### src/rtl/sha256_frame_sequencer.sv
// Frame sequencer between UART byte streams and a single-block SHA-256 core.
// Optional inter-byte receive timeout: define SHA_SEQ_TIMEOUT_EN.
module sha256_frame_sequencer #(
    parameter int         MAX_LEN        = 55,
    parameter logic [7:0] ERR_BYTE       = 8'hEE,
    parameter int         TIMEOUT_CYCLES = 27000000
) (
    input  logic         clk,
    input  logic         rst_n,
    input  logic [7:0]   rx_data,
    input  logic         rx_valid,
    output logic         rx_ready,
    output logic [7:0]   tx_data,
    output logic         tx_valid,
    input  logic         tx_ready,
    output logic         core_wr,
    output logic [3:0]   core_addr,
    output logic [31:0]  core_wdata,
    output logic         core_start,
    input  logic         core_done,
    input  logic [255:0] core_digest,
    output logic         busy,
    output logic         done_toggle
);
    typedef enum logic [2:0] {
        IDLE, RECV, PAD, LOAD, START, WAIT, SEND, ERR
    } state_t;

    localparam logic [7:0] MAXL = 8'(MAX_LEN);

    if (MAX_LEN > 55 || MAX_LEN < 1 || TIMEOUT_CYCLES < 2) begin : g_bad_param
        $error("sha256_frame_sequencer: invalid parameter");
    end

    state_t       state, state_nx;
    logic [7:0]   mem [64];
    logic [7:0]   len;
    logic [5:0]   cnt;
    logic [3:0]   widx;
    logic [4:0]   bidx;
    logic [255:0] digest;
    logic [10:0]  bits;
    logic         rx_fire, tx_fire, tmo;

    assign rx_fire = rx_valid && rx_ready;
    assign tx_fire = tx_valid && tx_ready;
    assign bits    = {len, 3'b000};
    assign busy    = (state != IDLE);

`ifdef SHA_SEQ_TIMEOUT_EN
    localparam int TW = $clog2(TIMEOUT_CYCLES + 1);
    logic [TW-1:0] idle_cnt;

    always_ff @(posedge clk or negedge rst_n) begin
        if (!rst_n)
            idle_cnt <= '0;
        else if (state != RECV || rx_fire)
            idle_cnt <= '0;
        else
            idle_cnt <= idle_cnt + TW'(1);
    end

    // fires on the TIMEOUT_CYCLES-th consecutive idle cycle in RECV
    assign tmo = (state == RECV) && !rx_valid &&
                 (idle_cnt == TW'(TIMEOUT_CYCLES - 1));
`else
    assign tmo = 1'b0;
`endif

    always_ff @(posedge clk or negedge rst_n) begin
        if (!rst_n) state <= IDLE;
        else        state <= state_nx;
    end

    always_comb begin
        state_nx   = state;
        rx_ready   = 1'b0;
        tx_valid   = 1'b0;
        tx_data    = 8'h00;
        core_wr    = 1'b0;
        core_addr  = 4'd0;
        core_wdata = 32'd0;
        core_start = 1'b0;
        unique case (state)
            IDLE: begin
                rx_ready = rst_n;
                if (rx_valid) begin
                    if (rx_data > MAXL)       state_nx = ERR;
                    else if (rx_data == 8'd0) state_nx = PAD;
                    else                      state_nx = RECV;
                end
            end
            RECV: begin
                rx_ready = rst_n;
                if (rx_valid) begin
                    if (cnt == len[5:0] - 6'd1) state_nx = PAD;
                end else if (tmo) begin
                    state_nx = ERR;
                end
            end
            PAD: state_nx = LOAD;
            LOAD: begin
                core_wr    = 1'b1;
                core_addr  = widx;
                core_wdata = {mem[{widx, 2'd0}], mem[{widx, 2'd1}],
                              mem[{widx, 2'd2}], mem[{widx, 2'd3}]};
                if (widx == 4'd15) state_nx = START;
            end
            START: begin
                core_start = 1'b1;
                state_nx   = WAIT;
            end
            WAIT: if (core_done) state_nx = SEND;
            SEND: begin
                tx_valid = 1'b1;
                tx_data  = digest[{~bidx, 3'b000} +: 8];
                if (tx_ready && bidx == 5'd31) state_nx = IDLE;
            end
            ERR: begin
                tx_valid = 1'b1;
                tx_data  = ERR_BYTE;
                if (tx_ready) state_nx = IDLE;
            end
            default: state_nx = IDLE;
        endcase
    end

    always_ff @(posedge clk or negedge rst_n) begin
        if (!rst_n) begin
            for (int j = 0; j < 64; j++) mem[6'(j)] <= 8'h00;
            len         <= 8'd0;
            cnt         <= 6'd0;
            widx        <= 4'd0;
            bidx        <= 5'd0;
            digest      <= '0;
            done_toggle <= 1'b0;
        end else begin
            unique case (state)
                IDLE: if (rx_fire) begin
                    len <= rx_data;
                    cnt <= 6'd0;
                end
                RECV: if (rx_fire) begin
                    mem[cnt] <= rx_data;
                    cnt      <= cnt + 6'd1;
                end
                PAD: begin
                    // message bytes below len stay; terminator, zero fill, bit length
                    for (int j = 0; j < 62; j++) begin
                        if (6'(j) == len[5:0])     mem[6'(j)] <= 8'h80;
                        else if (6'(j) > len[5:0]) mem[6'(j)] <= 8'h00;
                    end
                    mem[62] <= {5'd0, bits[10:8]};
                    mem[63] <= bits[7:0];
                    widx    <= 4'd0;
                end
                LOAD: widx <= widx + 4'd1;
                WAIT: if (core_done) begin
                    digest <= core_digest;
                    bidx   <= 5'd0;
                end
                SEND: if (tx_fire) begin
                    bidx <= bidx + 5'd1;
                    if (bidx == 5'd31) done_toggle <= ~done_toggle;
                end
                default: ;
            endcase
        end
    end
endmodule

### config.mk
export PLATFORM = sky130hd
export DESIGN_NAME = sha256_frame_sequencer
export DESIGN_NICKNAME = d
export VERILOG_FILES = /design/src/rtl/sha256_frame_sequencer.sv
export SDC_FILE = /design/constraint.sdc
export NUM_CORES = 1
export LEC_CHECK = 0
export CAP_MARGIN = 0
export CORE_MARGIN = 3
export CORE_UTILIZATION = 53
export CTS_BUF_LIST = sky130_fd_sc_hd__clkbuf_4 sky130_fd_sc_hd__clkbuf_8 sky130_fd_sc_hd__clkbuf_16
export DETAILED_ROUTE_END_ITERATION = 8
export PLACE_DENSITY_LB_ADDON = 0.2
export SLEW_MARGIN = 25
export SYNTH_ARGS = -nofsm -noshare
export SYNTH_HDL_FRONTEND = slang
export SYNTH_SLANG_ARGS = --single-unit
### constraint.sdc
create_clock -name clk -period 2.73 [get_ports clk]
set_input_delay 0.4095 -clock clk [delete_from_list [all_inputs] [get_ports clk]]
set_output_delay 0.4095 -clock clk [all_outputs]
set_load 0.02 [all_outputs]
==> run metrics, run 1 <==
HPWL Detailed 82500 microns; final hold violation count 0; sequential share of the synthesized area 0.583; total vias in the final route 27700; CTS tree built; commonest cells after routing, fill and taps aside 932 x nand2_1, 531 x dfrtp_1, 267 x buf_4, 262 x clkdlybuf4s50_1, 256 x edfxtp_1; CP endpoint kind primary output; status finished, violations left; Filler cells roughly 4600; Die Ht 268 microns; Final Cell Area 46600 sq um; Die Area 71800 sq um; initial antenna violation count 4; Post-Syn Area 36300 sq um; Final setup viols 40; layout cells sized above 1 0.262; async set-reset flop share out of synthesis 0.678; Layout Nets 3781; global-route congestion overflow total 0; Placed Instance Area 42600 sq um; failing checks setup timing; Yosys reg bits between 700 and 800; # port buffers 318; largest net degree at the start of global routing 167; Worst-Margin Slew 0.956 ns; warnings from Yosys 0; first-pass GRT wire length 179000 microns; critical path class reg2out; final period utilization 1.23; clock sink count a little under 800; clock latency on the worst-skew pair 0.64 ns; Syn Inst Count 2962; Slew headroom 0.362; vias in the first global route 28500; unrepaired setup endpoints after global routing true; leak pwr 19.7 nW; worst slack at placement -0.297 ns; PD cells 931 nW/um^2; Core ar. 67500 sq um; Yosys cell types 88; initial core utilization 0.538; Worst setup SP type flop; site row count 95; H-Tree Depth 3; syn avg cell area between 10 and 15 sq um; f_max 298 MHz; Die X 268 microns; setup TNS -19.85 ns; final worst slack -0.622 ns; Worst EP required 2.32 ns; Final Critical Period 3.35 ns; Avg WL per Cell about 27 microns; final WL about 120000 microns; DR pass1 iterations 5; Clock Pin Slew Worst Setup and Hold Paths 0.06 ns; Syn Nets 3239; Global Route Usage Sum 0.336; Worst R2R Setup Slack 0.17 ns; Arr. time, crit path between 2 and 3 ns; 1st-iter DRT viols roughly 3200; CTS Buf Count 83; Routed Antenna Nets 0; clk root buf clkbuf_16; worst-path fanout max 6; DRC Markers 0; max-cap violation count 0; Slew Limit Fails 0; most common cell after layout, fill and taps aside nand2_1; CTS max path bufs 3; Worst VDD drop 0.000570 V; gpl congestion just under 1; Boundary Pins 319; Post-synth EDFFs 256; Vias/cell around 6.2; Top FF cell, synth dfrtp_1; HP Class in2async; Final Skew 0.0239 ns; Area Overhead vs Synth 28.1%
worst max-delay path, cell delays in order (launching register included):
cell and delay, ns:
dfrtp_4 0.49, buf_12 0.16, buf_12 0.15, buf_12 0.13, buf_12 0.13, mux4_2 0.44
mux4_2 0.52, and2_4 0.16, buf_6 0.12
cells in the mapped netlist, types with 5 or more instances:
master	count	area, sq um
nand2_1	934	3510
dfrtp_1	539	13500
edfxtp_1	256	7690
mux4_2	218	4910
clkbuf_1	124	465
a22o_1	90	788
nor2_1	83	312
o21ai_0	74	370
buf_2	61	305
and2_1	53	332
o2bb2ai_1	51	447
mux2_2	50	563
a21oi_1	32	160
mux2i_1	28	280
buf_1	23	86.3
nor2b_1	23	144
nand3_1	19	95.1
o31ai_1	19	143
nand2b_1	17	106
o211ai_1	15	113
or3_1	15	93.8
inv_1	14	52.6
nor3_1	14	70.1
o22ai_1	13	81.3
a31oi_1	12	75.1
nor3b_1	10	75.1
o21ai_1	10	50.1
buf_4	9	67.6
ha_1	8	100
nand3b_1	8	60.1
a211oi_1	7	52.6
o21ai_2	7	61.3
a2111oi_0	6	52.6
a221o_1	6	60.1
a21o_1	5	37.5
and3_1	5	31.3
nor4bb_1	5	50.1
o41ai_1	5	43.8
xnor2_1	5	43.8
stage by stage:
stage / util / power, mW / instances / hold WS, ns
2_1_floorplan: - / 24.1 / 2962 / 0.114
3_3_place_gp: 0.631 / 29.7 / 4243 / 0.234
3_5_place_dp: 0.631 / 30.1 / 4243 / 0.232
4_1_cts: 0.685 / 42.9 / 4440 / 0.205
5_1_grt: 0.690 / 45.2 / 4445 / 0.208
6_report: 0.690 / 43.3 / 4447 / 0.207
layer usage:
layer,track usage,vias up,wire length (microns)
met5,0,-,13
met4,0.142,2,5510
met3,0.0721,303,11100
met2,0.530,1544,56800
met1,0.460,14100,46300
li1,-,11700,-
path summary, 6_finish.rpt:
check | start | end | depth (start not counted)
min in group clk | core_digest[97] | digest[97] | 3
max in group asynchronous | rst_n | widx[0] | 4
max reg2reg | state[2] | mem[330] | 7
min | rst_n | cnt[3] | 2
min reg2reg | digest[151] | digest[151] | 2
max | widx[0] | core_wdata[13] | 8
state kept, by name, summed over array words and instances, names as in the netlist:
signal	flops
mem	512
digest	256
len	8
cnt	6
bidx	5
widx	4
state	3
done_toggle	1
cell families (layout without fill, tap and decap cells):
group,Yosys count,in the layout,share of synthesized area
simple gates,1225,1225,0.144
flops,795,795,0.583
compound gates,394,394,0.0819
mux,297,297,0.159
buf+inv,235,845,0.0277
fa+ha+maj,8,8,0.00275
xor+xnor,8,8,0.00193
other cells,0,2,0
power breakdown:
group	internal (mW)	switching [mW]	total (mW)
clock network	6.66	4.77	11.4
logic	7.71	8.35	16.1
registers	14.4	1.43	15.8
total	28.8	14.5	43.3
what timing repair did:
action	4_1_cts	5_1_grt
endpoints found under the setup margin	49	47
hold endpoints to repair	113	0
gates cloned	5	1
hold buffers	1	0
gates resized for setup	306	66
pin swaps	28	17
setup buffers	40	8
area by class of cell:
| type | count | area, sq um | share of cell area |
|---|---|---|---|
| Inverter | 15 | 56.3 | 0.00121 |
| Tap cell | 873 | 1090 | 0.0235 |
| Sequential cell | 795 | 21200 | 0.455 |
| Antenna cell | 2 | 5.00 | 0.000107 |
| Clock buffer | 115 | 2360 | 0.0507 |
| Timing Repair Buffer | 677 | 6860 | 0.147 |
| Clock inverter | 38 | 395 | 0.00849 |
| Multi-Input combinational cell | 1932 | 14600 | 0.313 |
Note: power is estimated with default switching activity, not from simulation.
==> run 2: changes to the inputs <==
--- a/config.mk
+++ b/config.mk
@@ -6,10 +6,13 @@
 export NUM_CORES = 1
 export LEC_CHECK = 0
 export CAP_MARGIN = 0
+export CELL_PAD_IN_SITES_DETAIL_PLACEMENT = 0
+export CELL_PAD_IN_SITES_GLOBAL_PLACEMENT = 1
 export CORE_MARGIN = 3
-export CORE_UTILIZATION = 53
+export CORE_UTILIZATION = 43
 export CTS_BUF_LIST = sky130_fd_sc_hd__clkbuf_4 sky130_fd_sc_hd__clkbuf_8 sky130_fd_sc_hd__clkbuf_16
 export DETAILED_ROUTE_END_ITERATION = 8
+export MAX_ROUTING_LAYER = met4
 export PLACE_DENSITY_LB_ADDON = 0.2
 export SLEW_MARGIN = 25
 export SYNTH_ARGS = -nofsm -noshare
==> constraint.sdc (replaced) <==
create_clock -name clk -period 3 [get_ports clk]
set_input_delay 0.45 -clock clk [delete_from_list [all_inputs] [get_ports clk]]
set_output_delay 0.45 -clock clk [all_outputs]
set_load 0.02 [all_outputs]
==> run 2 against run 1 <==
The run still ends with setup timing left; clock power down 4%; total power down 9.1%; die area up 23%; non-clock buffer count down 52; final cell count up 4.7%.
==> run metrics, run 2 (same netlist as run 1, synthesis figures left out) <==
status finished, violations left; failing checks setup timing; Final setup viols 40; Boundary Pins about 320; global-route congestion overflow total 0; vias in the first global route ~28000; first-pass GRT wire length ~180000 microns; switch share 0.333; worst path cell trace buf_12 > buf_12 > buf_6 > buf_6 > buf_6 > mux4_2 > mux4_2 > and2_4 > buf_8; total vias in the final route 26500; Reg power frac 0.365; Worst setup SP type flop; # port buffers between 300 and 400; HP Class in2async; Worst R2R Setup Slack 0.24 ns; Slew Limit Fails 0; largest net degree at the start of global routing 163; final hold violation count 0; Routed Antenna Nets 0; site row count 105; final core utilization 0.561; Combinational Power Share 0.357; CP endpoint kind primary output; H-Tree Depth 3; initial antenna violation count 2; Arr. time, crit path 2.98 ns; Die Ht about 300 microns; biggest regs mem (512), digest (256), len (8); Clk pwr share 0.277; Worst-Margin Slew roughly 1.1 ns; CP most frequent cell buf_6; PD cells 848 nW/um^2; Global Route Usage Sum 0.277; Avg WL per Cell roughly 26 microns; Die Area about 88000 sq um; crit path max-delay cell type dfrtp_4; initial core utilization 0.438; clk root buf clkbuf_16; Vias/cell 5.70; commonest cells after routing, fill and taps aside 929 x nand2_1, 532 x dfrtp_1, 269 x clkdlybuf4s50_1, 256 x edfxtp_1, 222 x buf_4; 1st-iter DRT viols 2089; Area Overhead vs Synth 27.9%; clock latency on the worst-skew pair 0.64 ns; Core ar. approximately 83000 sq um; Biggest register mem; max reg flops 512; layout cells sized above 1 0.253; DRC Markers 0; final WL 119000 microns; Worst EP required 2.55 ns; Multi-input gate area approximately 15000 sq um; Layout Nets ~3700; unrepaired setup endpoints after global routing true; Final Skew 0.0228 ns; Final Cell Area 46500 sq um; Reg area between 20000 and 25000 sq um; f_max 292 MHz; CP max stage delay 0.51 ns; Slew headroom 0.280; DR pass1 iterations 5; Worst VDD drop slightly above 0.0005 V; internal power ~26 mW; final period utilization 1.14; most common cell after layout, fill and taps aside nand2_1; HPWL Detailed 82000 microns; CTS max path bufs 3; leak pwr between 15 and 20 nW; final worst slack -0.430 ns; worst-path fanout max 4; Die X 297 microns; Placed Instance Area 42300 sq um; Final Critical Period approximately 3.4 ns; max-cap violation count 0; Filler cells 6848; clock sink count a little under 800; critical path class reg2out; switching power ~13 mW; gpl congestion between 0.9 and 1; CP startpoint widx[0]; CTS tree built; Clock Pin Slew Worst Setup and Hold Paths 0.07 ns; CTS Buf Count 86; reg-to-reg startpoint state[2]
==> run 2: power groups by stage <==
stage | clock (mW) | combinational (mW) | sequential [mW]
after CTS | 11.1 | 13.9 | 14.4
after floorplan | 0 | 8.00 | 13.9
after global routing | 11.6 | 15.2 | 14.6
after global placement | 0 | 12.3 | 14.5
final | 10.9 | 14.1 | 14.4
after detailed placement | 0 | 12.5 | 14.6
==> run 2: worst paths after layout <==
path / cells past startpoint / to
worst max-delay path: 9 / core_wdata[0]
worst min-delay path: 2 / cnt[5]
worst max register to register: 6 / mem[295]
worst min register to register: 2 / digest[191]
max in group asynchronous: 4 / mem[483]
min in group clk: 3 / digest[219]
==> run 2: final cells by class <==
type                       count  share of cell area
clock inverter                48              0.0111
inverter                      15             0.00121
tap                         1123              0.0302
timing repair buffer         625               0.137
antenna                        3            0.000161
multi-input combinational   1932               0.312
sequential                   795               0.456
clock buffer                 113              0.0520
==> run 2: per-stage QoR <==
step | worst slack, ns | power (mW) | hold WS (ns) | instances | TNS [ns]
final | -0.430 | 39.4 | 0.330 | 4654 | -12.15
after floorplan | 0.262 | 21.9 | 0.154 | 2962 | 0
after detailed placement | -0.185 | 27.1 | 0.269 | 4426 | -1.29
after global placement | -0.181 | 26.8 | 0.269 | 4426 | -1.29
after global routing | -0.511 | 41.3 | 0.322 | 4652 | -14.91
after CTS | -0.486 | 39.4 | 0.300 | 4638 | -14.83
==> run 2: critical path, delay by kind of cell (launching register included) <==
family	cells	cell delay, ns
mux	2	0.91
flops	1	0.51
simple gates	1	0.16
buf+inv	6	0.75
==> run 2: repair_timing <==
action / in CTS / in global routing
hold buffers: 1 / 0
hold endpoints to repair: 1 / 0
gates resized for setup: 308 / 82
setup endpoints to repair: 45 / 43
buffers inserted: 46 / 24
cloned: 9 / 1
pin swaps: 41 / 22
==> run 2: layer usage <==
layer	global-route usage	wire [microns]	vias up	part of all wire
met5	-	0	-	0
met4	0.0837	3840	0	0.032
met3	0.0483	7490	228	0.063
met2	0.451	59100	1028	0.50
met1	0.357	48600	13600	0.41
li1	-	-	11700	-
==> edit (flow settings as in run 2) <==
Add a define of `SHA_SEQ_TIMEOUT_EN`.
--- a/src/rtl/sha256_frame_sequencer.sv
+++ b/src/rtl/sha256_frame_sequencer.sv
@@ -1,5 +1,7 @@
 // Frame sequencer between UART byte streams and a single-block SHA-256 core.
 // Optional inter-byte receive timeout: define SHA_SEQ_TIMEOUT_EN.
+`define SHA_SEQ_TIMEOUT_EN
+
 module sha256_frame_sequencer #(
     parameter int         MAX_LEN        = 55,
     parameter logic [7:0] ERR_BYTE       = 8'hEE,
Function: not settled (the Yosys comparison gave no result); the edit may change what the design does.
==> edit against run 2 <==
The flow still finishes with violations (negative setup slack). Critical path type unchanged. Total power rose by 3.3%. Combinational power rose by 5%. Core utilization fell by 1.5 points. Sequential power rose by 3%. Wire length rose by 2.5%. Setup slack got worse by 0.0056 ns. Final area rose by 0.82%. Cell count rose by 3.3%. Register-to-register slack got worse by 0.04 ns. Area after synthesis rose by 3.1%. Non-clock buffer count fell by 72. Via count rose by 4.5%. Sequential cell count rose by 25. Largest power group unchanged.
==> edit: results (changes against run 2) <==
- Status: complete, but fails checks
- Failing checks: negative setup slack
- Clock sinks: 820 (+3.1%)
- Comb pwr share: 36.4% (+0.7 points)
- Critical path peak fanout: 6 (+2)
- Data buffer area share: 12.1% (-1.6 points)
- Final non-filler cell area: 46900 sq um (+0.82%)
- Commonest cells post-synth: nand2_1 (1050), dfrtp_1 (564), edfxtp_1 (256), mux4_2 (228), clkbuf_1 (133)
- CP peak stage delay: 0.53 ns (+0.02 ns)
- Global-route wire length before repair: 184000 um (+2.7%)
- Non-clock buffers: 553 (-12%)
- Final net count: 3867 (+3.6%)
- Clk network pwr share: 27.1% (-0.6 points)
- Pleak: 19.5 nW (about the same)
- 1st-pass router iterations: 7 (+2)
- Fill cells: 7215 (+5.4%)
- Setup repair bufs after CTS: 20 (-57%)
- Sequential element share of the synthesized area: 58.2% (-0.097 points)
- Vias post-DR: 27700 (+4.5%)
- Worst slew margin: 36.2% (+8.2 points)
- Wirelength, routed: 122000 um (+2.5%)
- Final setup margin: -0.435 ns (-0.00560 ns)
- Dominant cells by area after synthesis: dfrtp_1 (38%), edfxtp_1 (21%), mux4_2 (14%), nand2_1 (11%), o21ai_0 (1.8%)
- Pre-CTS setup slack: -0.217 ns (-0.0323 ns)
- Final setup viols: 40 (unchanged)
- Crit path arrival time: 2.99 ns (about the same)
- Iter 0 DRT Violations: 2472 (+18%)
- Final setup skew: 0.0364 ns (+0.0136 ns)
- Routability Congestion: 0.972 (+4.6%)
- Setup TNS: -12.86 ns (-0.710 ns)
- Post-synth cell types: 87 (-1.1%)
- Initial antenna violation count: 5 (+3)
- Largest registers: mem: 512 flops, digest: 256 flops, idle_cnt: 25 flops
- Largest net degree at the start of global routing: 138 (-15%)
- Clk cell area share: 6.36% (+0.058 points)
- Syn nets: 3434 (+6.0%)
- CTS Buf Count: 87 (+1.2%)
- NetSw: 13.9 mW (+6.0%)
- Sequential cell area share: 46.5% (+0.96 points)
- Multi-input logic portion of the cell area: 31.8% (+0.59 points)
- DPL Wire Length: 87000 um (+6.1%)
- Share of cells above drive strength 1: 20.9% (-4.4 points)
- Post-CTS resize count: 243 (-21%)
- Vias in the first global route: 28600 (+3.3%)
## edit: cell count changes after synthesis, moves of 36 or more
cell     before   now
nor2_1       83   126
o31ai_1      19    60
and3_1        5    41
o21ai_0      74   132
a22o_1       90    33
nand2_1     934  1050
## edit: final timing paths
kind	startpoint	to	slack, ns
hold reg to reg	digest[153]	digest[153]	0.47
setup reg to reg	state[0]	mem[447]	0.20
max in group asynchronous	rst_n	widx[1]	0.93
hold / removal	rst_n	bidx[1]	0.21
min in group clk	core_digest[9]	digest[9]	0.33
setup / recovery	widx[0]	core_wdata[7]	-0.44
## edit: layer usage
layer / GRT usage (%) / wire length, um
met5: - / 0
met4: 8.38 / 4090
met3: 4.05 / 7980
met2: 45.4 / 60600
met1: 36.4 / 49300
## edit: kinds of logic (layout without fill, tap and decap cells)
family | count (synthesis) | count (layout) | share of synthesized area [%]
AO/OA/AOI/OAI | 412 | 412 | 7.78
AND/OR/NAND/NOR | 1386 | 1386 | 15.5
flip-flops | 820 | 820 | 58.2
multiplexers | 274 | 274 | 15.0
XOR/XNOR | 31 | 31 | 0.724
adder cells (fa/ha/maj) | 9 | 9 | 0.300
other | 0 | 3 | 0
buffers and inverters | 224 | 729 | 2.54
## edit: per-stage QoR
| step | cells | util (%) | hold WS (ns) | power, mW |
|---|---|---|---|---|
| 5_1_grt | 4808 | 54.6 | 0.188 | 42.7 |
| 3_3_place_gp | 4609 | 50.4 | 0.289 | 28.6 |
| 2_1_floorplan | 3156 | - | 0.154 | 23.1 |
| 3_5_place_dp | 4609 | 50.4 | 0.286 | 28.9 |
| 6_report | 4808 | 54.6 | 0.211 | 40.7 |
| 4_1_cts | 4798 | 54.5 | 0.175 | 40.8 |
